**config.mk**
```make
export PLATFORM = sky130hd
export DESIGN_NAME = bcd_chrono_core
export DESIGN_NICKNAME = d
export VERILOG_FILES = /design/src/rtl/bcd_chrono_core.sv
export SDC_FILE = /design/constraint.sdc
export NUM_CORES = 1
export LEC_CHECK = 0
export BUFFER_PORTS_ARGS = -buffer_cell sky130_fd_sc_hd__buf_4
export CAP_MARGIN = 10
export CORE_ASPECT_RATIO = 0.6
export CORE_MARGIN = 2
export CORE_UTILIZATION = 31
export DETAILED_ROUTE_END_ITERATION = 10
export PLACE_DENSITY = 0.45
export SETUP_SLACK_MARGIN = 0.4
export SYNTH_ARGS = -nofsm -noshare
export SYNTH_HDL_FRONTEND = slang
export SYNTH_SLANG_ARGS = --single-unit
```
**constraint.sdc**
```tcl
create_clock -name clk -period 3.2 [get_ports clk]
set_input_delay 0.64 -clock clk [delete_from_list [all_inputs] [get_ports clk]]
set_output_delay 0.64 -clock clk [all_outputs]
set_load 0.01 [all_outputs]
```
**src/rtl/bcd_chrono_core.sv**
```systemverilog
// bcd_chrono_core: DIGITS-wide BCD stopwatch/timer counter with run-state FSM.
// Optional lap-hold display freeze: define CHRONO_LAP_HOLD_EN.
module bcd_chrono_core #(
    parameter int DIGITS = 4
) (
    input  logic                  clk,
    input  logic                  r,
    input  logic                  tick,
    input  logic                  s,
    input  logic                  clr,
    input  logic [1:0]            mode,
    input  logic [4*DIGITS-1:0]   preval,
`ifdef CHRONO_LAP_HOLD_EN
    input  logic                  lap,
    output logic                  lap_active,
`endif
    output logic [4*DIGITS-1:0]   count,
    output logic                  running,
    output logic                  done,
    output logic                  sat
);

    localparam int W = 4 * DIGITS;

    localparam logic [1:0] IDLE  = 2'd0;
    localparam logic [1:0] RUN   = 2'd1;
    localparam logic [1:0] PAUSE = 2'd2;
    localparam logic [1:0] DONE  = 2'd3;

    localparam logic [W-1:0] ALL9 = {DIGITS{4'h9}};

    logic [W-1:0] cnt_q, cnt_d;
    logic [1:0]   state_q, state_d;
    logic         dir_q, dir_d;
    logic         load_pend_q, load_pend_d;
    logic         done_q, done_d;
    logic         running_q, sat_q;
    logic         s_q, clr_q;

    logic         s_e, clr_e, load;
    logic [W-1:0] up_v, dn_v, step_v, ld_v, term_v;
    logic         up_c, dn_b;

    assign s_e    = s & ~s_q;
    assign clr_e  = clr & ~clr_q;
    assign load   = clr_e | load_pend_q;
    assign term_v = dir_q ? '0 : ALL9;
    assign step_v = dir_q ? dn_v : up_v;

    // BCD increment/decrement of the live count, plus the clamped load value
    always_comb begin
        up_v = cnt_q;
        dn_v = cnt_q;
        ld_v = '0;
        up_c = 1'b1;
        dn_b = 1'b1;
        for (int i = 0; i < DIGITS; i++) begin
            if (up_c) begin
                if (cnt_q[4*i +: 4] >= 4'd9) begin
                    up_v[4*i +: 4] = 4'd0;
                end else begin
                    up_v[4*i +: 4] = cnt_q[4*i +: 4] + 4'd1;
                    up_c = 1'b0;
                end
            end
            if (dn_b) begin
                if (cnt_q[4*i +: 4] == 4'd0) begin
                    dn_v[4*i +: 4] = 4'd9;
                end else begin
                    dn_v[4*i +: 4] = cnt_q[4*i +: 4] - 4'd1;
                    dn_b = 1'b0;
                end
            end
            unique case (mode)
                2'b00:   ld_v[4*i +: 4] = 4'd0;
                2'b10:   ld_v[4*i +: 4] = 4'd9;
                default: ld_v[4*i +: 4] = (preval[4*i +: 4] > 4'd9) ?
                                          4'd9 : preval[4*i +: 4];
            endcase
        end
    end

    // Next-state: load first, then FSM transitions and tick-driven counting
    always_comb begin
        cnt_d       = cnt_q;
        state_d     = state_q;
        dir_d       = dir_q;
        load_pend_d = load_pend_q;
        done_d      = 1'b0;
        if (load) begin
            cnt_d       = ld_v;
            state_d     = IDLE;
            dir_d       = mode[1];
            load_pend_d = 1'b0;
        end else begin
            unique case (state_q)
                IDLE: begin
                    if (s_e) state_d = RUN;
                end
                RUN: begin
                    if (tick) begin
                        if (cnt_q == term_v) begin
                            state_d = DONE;
                            done_d  = 1'b1;
                        end else begin
                            cnt_d = step_v;
                            if (step_v == term_v) begin
                                state_d = DONE;
                                done_d  = 1'b1;
                            end
                        end
                    end
                    if (s_e && state_d != DONE) state_d = PAUSE;
                end
                PAUSE: begin
                    if (s_e) state_d = RUN;
                end
                default: ;
            endcase
        end
    end

    // Registered counter, FSM, button history and status flags
    always_ff @(posedge clk or posedge r) begin
        if (r) begin
            cnt_q       <= '0;
            state_q     <= IDLE;
            dir_q       <= 1'b0;
            load_pend_q <= 1'b1;
            done_q      <= 1'b0;
            running_q   <= 1'b0;
            sat_q       <= 1'b0;
            s_q         <= 1'b1;
            clr_q       <= 1'b1;
        end else begin
            cnt_q       <= cnt_d;
            state_q     <= state_d;
            dir_q       <= dir_d;
            load_pend_q <= load_pend_d;
            done_q      <= done_d;
            running_q   <= (state_d == RUN);
            sat_q       <= (state_d == DONE);
            s_q         <= s;
            clr_q       <= clr;
        end
    end

    assign running = running_q;
    assign done    = done_q;
    assign sat     = sat_q;

`ifdef CHRONO_LAP_HOLD_EN
    logic         lap_q, lap_e;
    logic         lap_act_q, lap_act_d;
    logic [W-1:0] frz_q, frz_d;

    assign lap_e = lap & ~lap_q;

    // Lap toggle: freeze the displayed value on entry, release on exit
    always_comb begin
        lap_act_d = lap_act_q;
        frz_d     = frz_q;
        if (load) begin
            lap_act_d = 1'b0;
        end else if (lap_e) begin
            lap_act_d = ~lap_act_q;
            if (!lap_act_q) frz_d = cnt_q;
        end
    end

    // Lap-hold registers
    always_ff @(posedge clk or posedge r) begin
        if (r) begin
            lap_q     <= 1'b1;
            lap_act_q <= 1'b0;
            frz_q     <= '0;
        end else begin
            lap_q     <= lap;
            lap_act_q <= lap_act_d;
            frz_q     <= frz_d;
        end
    end

    assign lap_active = lap_act_q;
    assign count      = lap_act_q ? frz_q : cnt_q;
`else
    assign count = cnt_q;
`endif

endmodule

```
==> Word-level counts from Yosys, hierarchy flattened <==
Index checks and enable logic that the tools add are counted.
W data, S select, Z words.
{ "op_classes": {"n_addsub": 8, "magnitude_cmp": 8, "n_eq_ne": 9, "muxes": 52, "bitwise_logic": 5, "n_reduce_logical": 11} }
{ "op_table": {"columns": ["cell", "n"], "rows": [
  ["$mux W16", 6],
  ["$mux W4", 18],
  ["$eq A16 B16 Y1", 2],
  ["$pmux W4 S2", 4],
  ["$add A4 B1 Y4 const B", 4],
  ["$ge A4 B4 Y1 const B", 4],
  ["$gt A4 B4 Y1 const B", 4],
  ["$logic_not A4 Y1", 4],
  ["$mux W2", 8],
  ["$sub A4 B1 Y4 const B", 4],
  ["$mux W1", 15],
  ["$eq A2 B2 Y1 const B", 3],
  ["$eq A2 B1 Y1 const B", 2],
  ["$logic_not A2 Y1", 2],
  ["$ne A2 B2 Y1 const B", 2],
  ["$pmux W2 S2", 1],
  ["$reduce_bool A2 Y1", 2],
  ["$reduce_and A3 Y1", 1],
  ["$and A1 B1 Y1", 2],
  ["$not A1 Y1", 2],
  ["$reduce_or A2 Y1", 1],
  ["$logic_and A1 B1 Y1", 1],
  ["$or A1 B1 Y1", 1]
]} }
{ "totals": {"ff_bits": 25, "inputBits": 23, "out_inout_bits": 19, "wordCells": 102} }

==> Depth between registers and ports, before layout <==
Gate-level depths: netlist of run 1.
{ "logic_depth": {"ltp_word": 18, "depth_mapped": 11, "ltp_nobuf": 9} }

==> Worst setup path before layout of run 1 <==
OpenSTA, ideal clock, no wires.
{ "synth_timing": {"kind": "reg2reg", "startpoint": "reg cnt_q[0] (netlist: count[0])", "endpoint": "reg state_q[1]", "arrival_ns": 2.905, "slack_ns": 0.208, "stages_incl_launch_ff": 11, "n_path_buf": 1, "period_less_slack_ns": 2.992, "path_cell_list": "dfrtp_1 > clkbuf_1 > inv_1 > ha_1 > nor3b_4 > nand4_1 > a32o_2 > or4_4 > a21o_1 > o311a_4 > a211oi_2"} }
{ "synth_between": {"elab_chain_cells": 17, "elab_cells_between_ends": 31, "classes_between": "add/sub: 2; order compare: 1; eq/ne: 3; mux: 23; reduce/logical: 2"} }
{ "synth_rtl": {"columns": ["item", "line", "text"], "rows": [
  ["start: declaration", "32", "logic [W-1:0] cnt_q, cnt_d;"],
  ["start signal: assignment", "136", "cnt_q <= cnt_d;"],
  ["$ge A4 B4 Y1 or $logic_not A4 Y1 (tied branches)", "59, 67", null],
  ["$mux W1, on equally long branches", "59, 67", null],
  ["$mux W1, on equally long branches (2 in series)", "58, 66", null],
  ["$mux W4, on equally long branches", "58, 66", null],
  ["$mux W16", "48", "assign step_v = dir_q ? dn_v : up_v;"],
  ["$eq A16 B16 Y1", "107", "if (step_v == term_v) begin"],
  ["$mux W2", "107", null],
  ["$mux W2 *", "102", "if (cnt_q == term_v) begin"],
  ["$mux W2 *", "101", "if (tick) begin"],
  ["$mux W2 *", "96", "unique case (state_q)"],
  ["$mux W2 *", "90", "if (load) begin"],
  ["$ne A2 B2 Y1", "113", "if (s_e && state_d != DONE) state_d = PAUSE;"],
  ["$logic_and A1 B1 Y1", "113", null],
  ["$mux W2 *", "113", null],
  ["$pmux W2 S2 *", "96", null],
  ["$mux W2 *", "90", null],
  ["named net state_d[1]", "33", "logic [1:0] state_q, state_d;"],
  ["end signal: assignment", "137", "state_q <= state_d;"],
  ["end: declaration", "33", null]
]} }
The timed path passes the listed nets; every way through them passes the cells marked *. The select of a mux whose other input is x is not followed.
A chain may end at the register's enable or synchronous reset.

==> Final worst setup path of run 1 <==
Ends and elaborated chain as after synthesis.

==> results of run 1 <==
-- critical path: cells and delay by family (launching register included) --
kind                     cells  cell delay, ps
AND/OR/NAND/NOR              4            1080
buffers and inverters        2             230
flip-flops                   1             410
adder cells (fa/ha/maj)      1             180
AO/OA/AOI/OAI                3             780
-- metrics by stage --
step / instance area (sq um) / instances / utilization / hold WS (ps)
floorplan: 2510 / 320 / - / 499
global placement: 3040 / 472 / 0.389 / 539
detailed placement: 3040 / 472 / 0.389 / 549
CTS: 3180 / 479 / 0.407 / 485
global route: 3350 / 488 / 0.428 / 482
finish: 3350 / 488 / 0.428 / 491
-- placed cells by master, fill, tap and decap left out, types with 3 or more instances in the layout --
| cell type | count |
|---|---|
| buf_4 | 77 |
| nor2_1 | 26 |
| a21oi_1 | 23 |
| nand2_1 | 22 |
| o21ai_0 | 18 |
| dfrtp_1 | 18 |
| inv_1 | 15 |
| nand3_1 | 13 |
| o21ai_1 | 8 |
| ha_1 | 8 |
| nand2b_1 | 7 |
| a31oi_1 | 7 |
| o211ai_1 | 7 |
| nor3_1 | 7 |
| nor3b_1 | 6 |
| nor2b_1 | 5 |
| nand4_1 | 5 |
| inv_2 | 4 |
| or3b_4 | 4 |
| a22oi_1 | 4 |
| a221o_1 | 4 |
| a221oi_1 | 4 |
| nand4b_1 | 4 |
| dfrtp_2 | 4 |
| a211oi_2 | 3 |
| o22ai_1 | 3 |
| nand3b_1 | 3 |
| o31ai_2 | 3 |
| o221ai_1 | 3 |
| ha_2 | 3 |
| clkbuf_16 | 3 |
| dfstp_2 | 3 |
-- registers in the layout, indices dropped and copies added, names as in the netlist --
register and flops:
dir_q 1, state_q 2, count 16, done 1
sat 1, load_pend_q 1, clr_q 1, s_q 1
running 1
-- area by class of cell --
cell class / instances / area share
sequential: 25 / 0.189
clock buffer: 3 / 0.0224
clock inverter: 1 / 0.00224
timing repair buffer: 78 / 0.176
multi-input combinational: 254 / 0.548
inverter: 19 / 0.0213
tap: 108 / 0.0404
-- metal layers --
layer  routed length [microns]  global-route usage  vias up
met5                         0                   0        -
met4                        57              0.0261        0
met3                       975              0.0520        7
met2                      3530               0.286      129
met1                      4990               0.358     1345
li1                          -                   -     1331
-- final timing paths --
| check | depth (start not counted) | start | endpoint |
|---|---|---|---|
| max in group asynchronous | 3 | r | clr_q |
| min | 1 | s | s_q |
| min in group asynchronous | 2 | r | sat |
| max reg2reg | 10 | count[0] | state_q[1] |
| max | 10 | count[0] | state_q[1] |
| min reg2reg | 1 | state_q[0] | state_q[0] |
-- timing repair --
action / in CTS / in global routing
resized for setup: 7 / 27
setup buffers: 3 / 9
hold buffers: 0 / 0
pin swaps: 2 / 6
endpoints found under the setup margin: 5 / 11
-- where the power goes --
group          leakage [uW]  switching, uW  total, uW  internal [uW]
clock network     0.0000371            126        296            170
registers          0.000309           52.7        396            343
logic              0.000971            327        590            263
total               0.00132            506       1280            776
-- cell families after synthesis --
| family | share of synthesized area |
|---|---|
| AND/OR/NAND/NOR | 0.297 |
| AO/OA/AOI/OAI | 0.305 |
| buffers and inverters | 0.0649 |
| flip-flops | 0.253 |
| adder cells (fa/ha/maj) | 0.0654 |
| other | 0.00151 |
| XOR/XNOR | 0.00352 |
| multiplexers | 0.00906 |
==> flow_metrics.tcl, run 1 <==
set metrics [dict create \
    status "complete, no violations" \
    drtAntennaViolNets 0 \
    arrival_ps 2940 \
    rows 25 \
    die_x_microns 120 \
    slowest_stage "or4_4" \
    critPathKind "reg -> reg" \
    yosysSeqAreaShare 0.253 \
    drive_above_1_share 0.342 \
    crit_fanout 8 \
    cts_max_level 1 \
    path_common_cell "nand2_1" \
    grt_remaining_overflow 0 \
    cts_tree "done" \
    crit_path_start_kind "register" \
    vias 2812 \
    grt_max_degree 25 \
    slew_headroom 0.307 \
    reg2reg_slack_ps 440 \
    core_sq_um 7820 \
    slew_violations 0 \
    cts_num_sinks 25 \
    hpwl_microns 7150 \
    path_clk_slew_ps 70 \
    p_leak_uw 0.00132 \
    ys_ff_latch 25 \
    fin_nets 417 \
    antenna_found_initial 0 \
    yosys_warnings 0 \
    synth_nets 356 \
    min_period_ps 2760 \
    area_growth_pct 34.7 \
    fin_ws_ps 438 \
    via_per_inst 5.76 \
    skew_ps 4.30 \
    setup_tns_ps 0 \
    end_kind "register" \
    yosysMostFrequentCell "nor2_1" \
    hold_class "in -> reg" \
    total_power_uw 1280 \
    synth-main-ff-cell "dfrtp_1" \
    hold_viol_final 0 \
    die_y_microns 73.4 \
    final-setup-viol-count 0 \
    fmax_ghz 0.362 \
    grt_util_all_layers 0.219 \
    drtIter0Drc 370 \
    synth_top_area_frac 0.221 \
    drt-wirelength-per-cell_microns 19.6 \
    worstPathRequired_ps 3380 \
    path_cells "inv_2, ha_4, nor3b_4, buf_4, nand2_1, nand2_1, or4_4, a21o_1, o311a_4, a211oi_2" \
    drt-pass1-iter-count 5 \
    ys_types 69 \
    rsz0062_at_grt "true" \
    grt_pass1_vias 2550 \
    cts_buffer_depth 2 \
    fin_crit_sh 0.863 \
    slowest_delay_ps 520 \
    clock_latency_ps 270 \
    start_util 0.318 \
    fillCellCount 797 \
    synth_edf_count 0 \
    place_ws_ps 317 \
    antenna_cells 0 \
    netlist_top_cells_count "nor2_1, a21oi_1, dfrtp_1, nand2_1" \
    wl_microns 9550 \
    regArea_sq_um 634 \
    numCtsBuffers 3 \
    place_congestion 0.946 \
    synthTopCellsByArea "dfrtp_1, ha_1, a21oi_1" \
    ir_worst_vdd_v 0.000159 \
    multi_input_area_sq_um 1840 \
    syn-instance-count 320 \
    die_area_sq_um 8780 \
    yosysTopAreaCell "dfrtp_1" \
    synth_area_per_cell_sq_um 7.77 \
    max_slew.worst_pin.slew_ps 1040 \
    drc 0 \
    maxCapViolations 0 \
    cts-root-buf "clkbuf_16" \
    ys_async_sr_fraction 1.00 \
    port_buffers 41 \
    powerDensity_nw_per_um2 383 \
    grt_pass1_wl_microns 14800 \
    synth_area_sq_um 2490 \
    io_pins 42 \
]
Power figures use the tool's default switching activity.
==> inputs of run 2 (changes only) <==
--- a/config.mk
+++ b/config.mk
@@ -11,7 +11,8 @@
 export CORE_MARGIN = 2
 export CORE_UTILIZATION = 31
 export DETAILED_ROUTE_END_ITERATION = 10
-export PLACE_DENSITY = 0.45
+export HOLD_SLACK_MARGIN = 0.06
+export PLACE_DENSITY = 0.55
 export SETUP_SLACK_MARGIN = 0.4
 export SYNTH_ARGS = -nofsm -noshare
 export SYNTH_HDL_FRONTEND = slang
==> run 2 against run 1 <==
Non-clock buffer count is 5 lower. Via count is 0.89% lower. Maximum frequency down 1.3%. Largest power group unchanged. Highest routed layer unchanged. Sequential power decreased by 2%. First-iteration DRC count fell by 1.6%. Cell area is 2.1% lower. Sequential share of layout area increased by 0.33 points. Clock skew increased by 8.5 ps. Critical path type unchanged. Die area did not move.
==> flow_metrics.tcl, run 2 (synthesis results as in run 1) <==
set metrics [dict create \
    p_leak_uw 0.00129 \
    port_buffers 41 \
    status "complete, no violations" \
    die_y_microns 73.4 \
    die_area_sq_um 8780 \
    maxCapViolations 0 \
    drt-pass1-iter-count 8 \
    fillCellCount 797 \
    final_cell_mix "buf_4, nor2_1, a21oi_1, nand2_1, dfrtp_1" \
    max_slew.worst_pin.slew_ps 962 \
    fmax_ghz 0.357 \
    total_power_uw 1260 \
    skew_ps 12.7 \
    core_sq_um 7820 \
    largest_reg_flops 16 \
    rsz0062_at_grt "true" \
    slew_violations 0 \
    cts_buffer_depth 2 \
    cts_max_level 1 \
    final_common_cell "buf_4" \
    crit_fanout 8 \
    grt_pass1_vias 2576 \
    place_congestion 0.915 \
    grt_max_degree 26 \
    whs_path_depth 1 \
    worstPathRequired_ps 3370 \
    hold_class "in -> reg" \
    final-setup-viol-count 0 \
    regArea_sq_um 632 \
    fin_ws_ps 401 \
    multi_input_area_sq_um 1790 \
    grt_pass1_wl_microns 14200 \
    cts_tree "done" \
    hold_buffers 0 \
    vias 2787 \
    reg2regPathDepth 9 \
    drc 0 \
    min_period_ps 2800 \
    arrival_ps 2970 \
    end_kind "register" \
    grt_remaining_overflow 0 \
    hold_viol_final 0 \
    ir_worst_vdd_v 0.000327 \
    fin_crit_sh 0.875 \
    wl_microns 9080 \
    critPathKind "reg -> reg" \
    antenna_found_initial 0 \
    rows 25 \
    clock_latency_ps 270 \
    path_clk_slew_ps 70 \
    start_util 0.318 \
    io_pins 42 \
    drt-wirelength-per-cell_microns 18.8 \
    whs_ps 504 \
    slew_headroom 0.358 \
    die_x_microns 120 \
    numCtsBuffers 3 \
    antenna_cells 0 \
    drtIter0Drc 364 \
    drtAntennaViolNets 0 \
    cts-root-buf "clkbuf_16" \
    hpwl_microns 6880 \
    via_per_inst 5.77 \
    crit_path_start_kind "register" \
    grt_util_all_layers 0.208 \
    powerDensity_nw_per_um2 383 \
    place_ws_ps 213 \
    area_growth_pct 31.9 \
    setup_tns_ps 0 \
    cts_num_sinks 25 \
    fin_nets 412 \
    drive_above_1_share 0.301 \
]
==> run 2: cell count changes in the layout (fill, tap and decap cells not counted), sizes merged <==
cell | previous run | this run
buf | 78 | 73
==> run 2: routing by layer <==
layer,routed length (microns),global-route usage
met3,1030,0.0505
met2,3450,0.270
met4,42,0.0261
met1,4560,0.340
met5,0,0
==> run 2: path summary, 6_finish.rpt <==
check / start / to / slack (ps)
hold / removal: s / s_q / 500
min in group asynchronous: r / running / 600
setup / recovery: count[0] / state_q[1] / 400
hold reg to reg: state_q[0] / state_q[0] / 560
setup reg to reg: count[0] / state_q[1] / 400
max in group asynchronous: r / count[0] / 1950
==> run 2: area by class of cell <==
class / instances / area share
multi-input cells: 254 / 0.547
flip-flops and latches: 25 / 0.193
repair buffers: 73 / 0.172
well taps: 108 / 0.0412
clock buffers: 3 / 0.0229
inverters: 19 / 0.0218
clock inverters: 1 / 0.00229
==> run 2: worst max-delay path, cell delays in order, from the launching register on <==
cell and delay [ps]:
dfrtp_2 450, inv_2 90, ha_4 170, nor3b_4 300, nand4_1 140, a32o_2 270, or4_4 520, a21o_1 230
o311a_4 330, a211oi_2 210
==> run 2: through the flow <==
| stage | std cells | util | cell area (sq um) |
|---|---|---|---|
| 2_1_floorplan | 320 | - | 2510 |
| 3_3_place_gp | 466 | 0.383 | 2990 |
| 3_5_place_dp | 466 | 0.383 | 2990 |
| 4_1_cts | 476 | 0.405 | 3170 |
| 5_1_grt | 483 | 0.419 | 3280 |
| 6_report | 483 | 0.419 | 3280 |
==> run 2: power by group <==
group | internal [uW] | switching, uW
Sequential | 342 | 47.5
Clock | 170 | 120
Combinational | 256 | 321
Total | 768 | 488
==> run 2: repair_timing <==
| item | 4_1_cts | 5_1_grt |
|---|---|---|
| setup endpoints to repair | 5 | 10 |
| buffers inserted | 6 | 7 |
| gates resized for setup | 7 | 15 |
| pin swaps | 1 | 13 |
